--- src/rtl/pipe_adder.sv ---
// pipe_adder: segmented adder/subtractor, SEG bits per stage, valid/ready with a global stall.
// Define PIPE_ADDER_OVF_EN to add the signed-overflow output o_ovf.
module pipe_adder #(
  parameter int WIDTH = 16,
  parameter int SEG   = 4
) (
  input  logic             i_clk,
  input  logic             i_rst_n,
  input  logic             i_valid,
  output logic             o_ready,
  input  logic [WIDTH-1:0] i_a,
  input  logic [WIDTH-1:0] i_b,
  input  logic             i_carry,
  input  logic             i_sub,
  output logic             o_valid,
  input  logic             i_ready,
  output logic [WIDTH-1:0] o_sum,
  output logic             o_carry
`ifdef PIPE_ADDER_OVF_EN
  ,
  output logic             o_ovf
`endif
);

  localparam int NSTG  = WIDTH / SEG;
  // Operands only need carrying between stages; keep at least one entry for NSTG == 1.
  localparam int NPIPE = (NSTG > 1) ? NSTG - 1 : 1;

  if (WIDTH % SEG != 0) begin : g_bad_cfg
    $error("pipe_adder: WIDTH must be an integer multiple of SEG");
  end

  logic             advance;

  logic             vld_q [NSTG];
  logic             vld_d [NSTG];
  logic             cry_q [NSTG];
  logic             cry_d [NSTG];
  logic [WIDTH-1:0] sum_q [NSTG];
  logic [WIDTH-1:0] sum_d [NSTG];
  logic [WIDTH-1:0] opa_q [NPIPE];
  logic [WIDTH-1:0] opa_d [NPIPE];
  logic [WIDTH-1:0] opb_q [NPIPE];
  logic [WIDTH-1:0] opb_d [NPIPE];

  logic [WIDTH-1:0] a_in;
  logic [WIDTH-1:0] b_in;
  logic [WIDTH-1:0] s_in;
  logic             c_in;
  logic             v_in;
  logic [SEG:0]     seg;

`ifdef PIPE_ADDER_OVF_EN
  logic             ovf_q;
  logic             ovf_d;
`endif

  assign advance = i_ready | ~o_valid;
  assign o_ready = advance;

  // Subtract is folded in at the entry: B is inverted and the borrow becomes carry = ~borrow.
  always_comb begin
    a_in = '0;
    b_in = '0;
    s_in = '0;
    c_in = 1'b0;
    v_in = 1'b0;
    seg  = '0;
`ifdef PIPE_ADDER_OVF_EN
    ovf_d = 1'b0;
`endif
    for (int k = 0; k < NPIPE; k++) begin
      opa_d[k] = '0;
      opb_d[k] = '0;
    end
    for (int k = 0; k < NSTG; k++) begin
      if (k == 0) begin
        a_in = i_a;
        b_in = i_sub ? ~i_b : i_b;
        c_in = i_carry ^ i_sub;
        s_in = '0;
        v_in = i_valid;
      end else begin
        a_in = opa_q[k-1];
        b_in = opb_q[k-1];
        c_in = cry_q[k-1];
        s_in = sum_q[k-1];
        v_in = vld_q[k-1];
      end
      seg = {1'b0, a_in[k*SEG +: SEG]} + {1'b0, b_in[k*SEG +: SEG]} + {{SEG{1'b0}}, c_in};
      vld_d[k] = v_in;
      cry_d[k] = seg[SEG];
      sum_d[k] = s_in;
      sum_d[k][k*SEG +: SEG] = seg[SEG-1:0];
      if (k < NSTG - 1) begin
        opa_d[k] = a_in;
        opb_d[k] = b_in;
      end
`ifdef PIPE_ADDER_OVF_EN
      if (k == NSTG - 1) begin
        ovf_d = (a_in[WIDTH-1] == b_in[WIDTH-1]) && (sum_d[k][WIDTH-1] != a_in[WIDTH-1]);
      end
`endif
    end
  end

  always_ff @(posedge i_clk) begin
    if (!i_rst_n) begin
      for (int k = 0; k < NSTG; k++) begin
        vld_q[k] <= 1'b0;
        cry_q[k] <= 1'b0;
        sum_q[k] <= '0;
      end
      for (int k = 0; k < NPIPE; k++) begin
        opa_q[k] <= '0;
        opb_q[k] <= '0;
      end
`ifdef PIPE_ADDER_OVF_EN
      ovf_q <= 1'b0;
`endif
    end else if (advance) begin
      for (int k = 0; k < NSTG; k++) begin
        vld_q[k] <= vld_d[k];
        cry_q[k] <= cry_d[k];
        sum_q[k] <= sum_d[k];
      end
      for (int k = 0; k < NPIPE; k++) begin
        opa_q[k] <= opa_d[k];
        opb_q[k] <= opb_d[k];
      end
`ifdef PIPE_ADDER_OVF_EN
      ovf_q <= ovf_d;
`endif
    end
  end

  assign o_valid = vld_q[NSTG-1];
  assign o_sum   = sum_q[NSTG-1];
  assign o_carry = cry_q[NSTG-1];
`ifdef PIPE_ADDER_OVF_EN
  assign o_ovf   = ovf_q;
`endif

endmodule
--- config.mk ---
export PLATFORM = sky130hd
export DESIGN_NAME = pipe_adder
export DESIGN_NICKNAME = d
export VERILOG_FILES = /design/src/rtl/pipe_adder.sv
export SDC_FILE = /design/constraint.sdc
export NUM_CORES = 1
export LEC_CHECK = 0
export ABC_AREA = 1
export BUFFER_PORTS_ARGS = -buffer_cell sky130_fd_sc_hd__buf_4
export CAP_MARGIN = 0
export CELL_PAD_IN_SITES_DETAIL_PLACEMENT = 0
export CELL_PAD_IN_SITES_GLOBAL_PLACEMENT = 2
export CORE_ASPECT_RATIO = 2
export CORE_MARGIN = 2
export CORE_UTILIZATION = 35
export CTS_CLUSTER_SIZE = 28
export DETAILED_ROUTE_END_ITERATION = 8
export PLACE_DENSITY_LB_ADDON = 0.12
export SLEW_MARGIN = 0
export SYNTH_ARGS = -nofsm -noshare
export SYNTH_HDL_FRONTEND = slang
export SYNTH_SLANG_ARGS = --single-unit
--- constraint.sdc ---
create_clock -name i_clk -period 3.96 [get_ports i_clk]
set_input_delay 0.792 -clock i_clk [delete_from_list [all_inputs] [get_ports i_clk]]
set_output_delay 0.792 -clock i_clk [all_outputs]
set_load 0.1 [all_outputs]
Word level (Yosys, flattened, before mapping)

Memory sizes are Yosys's and may differ from the RTL's.
Cells that the tools add are included.

Register bits: 0
Memory bits (writable): 168
Word-level logic and storage cells: 58
Memories: 5

Memory list:

| memory | depth | bits a word | read ports | clocked after Yosys merged registers in | write ports | RTL line | source |
|---|---|---|---|---|---|---|---|
| sum_q  | 4     | 16          | 4          | 0                                       | 4           | 39       | `logic [WIDTH-1:0] sum_q [NSTG];` |
| opa_q  | 3     | 16          | 3          | 0                                       | 3           | 41       | `logic [WIDTH-1:0] opa_q [NPIPE];` |
| opb_q  | 3     | 16          | 3          | 0                                       | 3           | 43       | `logic [WIDTH-1:0] opb_q [NPIPE];` |
| cry_q  | 4     | 1           | 4          | 0                                       | 4           | 37       | `logic cry_q [NSTG];` |
| vld_q  | 4     | 1           | 4          | 0                                       | 4           | 35       | `logic vld_q [NSTG];` |

Add/sub/neg operators: 8
Mux-type cells: 23
Bitwise logic cells: 22

Operator list:

| operator                               | number |
|---|---|
| 16-bit 2-to-1 mux                      | 11 |
| 4-bit by 4-bit adder with 5-bit output | 4 |
| 5-bit by 1-bit adder with 5-bit output | 4 |
| 1-bit OR                               | 19 |
| 16-bit NOT                             | 1 |
| 1-bit 2-to-1 mux                       | 12 |
| 1-bit NOT                              | 1 |
| 1-bit XOR                              | 1 |

Longest topological paths before layout

An unclocked memory read counts as a cell.

Depth in word-level cells: 7
Gate-level depth with buffers: 10

Worst setup path after synthesis

OpenSTA, ideal clock, no wires.

Path type: register to register
Start: memory vld_q[3][0], in the netlist vld_q[0][3]
End: memory cry_q[3] (enable)
Setup time: 1.134 ns
Data arrival time: 3.369 ns
Required time: 2.826 ns
Path slack: -0.543 ns
Cell stages (with the launch flop): 2
Cells stage by stage: edfxtp_1 nand3_1

RTL lines:

| element            | RTL line |
|---|---|
| start: declaration | 35 |
| end: declaration   | 37 |

==> impl_metrics.tcl <==
set metrics [dict create \
    slew-limit-headroom_pct 62.1 \
    worst_path_max_delay_cell "fa_1" \
    rows 57 \
    firstDrtPassIters 4 \
    instances_no_fill 583 \
    critPathArrivalTime_ps 2190 \
    regToRegSetupSlack_ps 2170 \
    viasPerCell 4.26 \
    reg2reg_depth 4 \
    grt_pass1_wl_um 11500 \
    initial_utilization_pct 36.0 \
    reg2reg_from "opa_q[0][44]" \
    drive_gt1_share_pct 17.9 \
    p_per_area_mw_per_mm2 448 \
    worstPathRequired_ps 4040 \
    power_frac_seq_pct 53.1 \
    core_mm2 0.0121 \
    clkTransAtPathRegs_ps 60 \
    ys_ff_latch 96 \
    status "complete, no violations" \
    grt-ovfl-total 0 \
    drtIter0Drc 129 \
    min_path_cells 2 \
    cts_buffers 9 \
    clockBufferDepth 2 \
    finClkSkew_ps 9.98 \
    die_w_um 82.9 \
    post_cts_buffers 0 \
    synth_area_leader_cell "edfxtp_1" \
    port_buffers 56 \
    hold_end "cry_q[2]" \
    syn_nets 430 \
    synthTopCellsByArea "edfxtp_1 64%, nor2_1 8.0%, inv_1 7.4%" \
    place.gp.congestion 0.714 \
    critPathKind "in -> reg" \
    dp_hpwl_um 4220 \
    grt_usage_pct 10.9 \
    start_kind "primary input" \
    fmax_mhz 474 \
    syn_inst 372 \
    cts_tree "done" \
    num_vias 2486 \
    rsz0062_at_grt "false" \
    cts.repair.resized 0 \
    area_delta_synth_final_pct 17.9 \
    switching_share_pct 24.9 \
    pwr-share-comb_pct 13.4 \
    tns_ps 0 \
    dp.cells 567 \
    die_h_um 162 \
    tightest_slew_ps 568 \
    cp-end-kind "register" \
    peakVddDrop_mv 0.338 \
    ios 57 \
    hp-class "reg -> reg" \
    routed_wl_um 6450 \
    cts_num_sinks 96 \
    grt_max_degree 55 \
    cp_slowest_stage_delay_ps 400 \
    power.leakage_nw 2.30 \
    cap_violations 0 \
    die_area_mm2 0.0134 \
    final_nets 489 \
    insertion_delay_ps 340 \
    fillerInstances 1202 \
    mostFrequentLayoutCells "93 x nor2_1, 93 x edfxtp_1, 86 x inv_1" \
    min_from "cry_q[2]" \
    cts_hold_buf 0 \
    path_cells "buf_4, xnor2_1, fa_1, inv_1, fa_1, inv_1, nor2_1" \
    period_minus_slack_ps 2110 \
    avgSynthCellArea_um2 11.7 \
    diodes 0 \
    grt_pass1_vias 2580 \
    cts-root-buf "clkbuf_16" \
    yosysTopAreaCellShare_pct 64.1 \
    drc 0 \
    final-hold-violation-count 0 \
    crit_path_max_fanout 17 \
    reg2reg_to "sum_q[0][62]" \
    antenna_found_initial 0 \
    hold_slack_ps 494 \
    p_switching_mw 0.574 \
    wl_per_cell_um 11.1 \
    ys_types 20 \
    clkPwrFrac_pct 33.5 \
    ant_nets 0 \
    h-tree-depth 3 \
    ys_seq_area_share_pct 65.4 \
    setup_violations 0 \
    ys_warn_count 0 \
    power.internal_mw 1.73 \
    post-route-period-util_pct 53.2 \
    drv_slew 0 \
    syn_area_mm2 0.00436 \
]
-- worst max-delay path by stage --
| stage | start | to | slack [ps] | cells after the start |
|---|---|---|---|---|
| after global routing | i_sub | sum_q[0][1] | 1730 | 7 |
| after global placement | i_sub | sum_q[0][1] | 1490 | 7 |
| after CTS | i_sub | sum_q[0][1] | 1850 | 7 |
| final | i_sub | sum_q[0][1] | 1850 | 7 |
| after floorplan | vld_q[0][3] | cry_q[3] | 690 | 1 |
| after detailed placement | i_sub | sum_q[0][1] | 1480 | 7 |
-- logic make-up after synthesis --
family                     Yosys count  synth area share, %
buffers and inverters               99                 10.4
AOI/OAI and AO/OA                   14                 1.61
and+or+nand+nor                    122                 11.2
DFF                                 96                 65.4
xor gates and xnor gates            21                 4.22
adders and majority gates           20                 7.12
-- sequential cells by signal, indices dropped and copies added (netlist names) --
signal  flops
sum_q      40
opa_q      24
opb_q      24
cry_q       4
vld_q       4
-- worst max-delay path, delay by kind of cell --
family                   cells  cell delay (ps)
buffers and inverters        3              410
XOR/XNOR                     1              140
AND/OR/NAND/NOR              1               40
adder cells (fa/ha/maj)      2              800
-- synthesized netlist by cell type (all sizes together) --
cell	n
edfxtp	93
nor2	93
inv	88
xnor2	16
nand2	15
nand3	13
a21oi	12
ha	12
buf	11
fa	8
xor2	5
dfxtp	3
o21ai	2
or2	1
-- cell type report --
| class | count | area [µm²] | share of cell area, % |
|---|---|---|---|
| flip-flops and latches | 96 | 2850 | 55.5 |
| multi-input cells | 177 | 1060 | 20.7 |
| repair buffers | 59 | 443 | 8.62 |
| inverters | 88 | 330 | 6.43 |
| clock buffers | 10 | 229 | 4.46 |
| well taps | 147 | 184 | 3.58 |
| clock inverters | 6 | 35.0 | 0.682 |
-- power groups by stage --
stage / Clock [mW] / Sequential (mW) / Combinational (mW)
floorplan: 0 / 1.33 / 0.158
global placement: 0 / 1.24 / 0.312
detailed placement: 0 / 1.25 / 0.314
CTS: 0.803 / 1.23 / 0.315
global route: 0.849 / 1.23 / 0.349
finish: 0.771 / 1.22 / 0.309
-- metrics by stage --
step	setup slack (ps)	utilization, %	cell area, µm²	total power, mW
final	1850	42.4	5140	2.30
after CTS	1850	42.4	5140	2.34
after global placement	1490	40.2	4870	1.56
after global routing	1730	42.4	5140	2.43
after floorplan	689	-	4360	1.49
after detailed placement	1480	40.2	4870	1.56
-- routing by layer --
layer	vias up	GRT usage [%]	wire length (µm)
li1	1279	-	-
met1	1154	11.3	2560
met2	46	19.8	3530
met3	7	3.00	248
met4	0	6.04	114
met5	-	0	0
No activity file was read; power rests on OpenSTA's default activity.
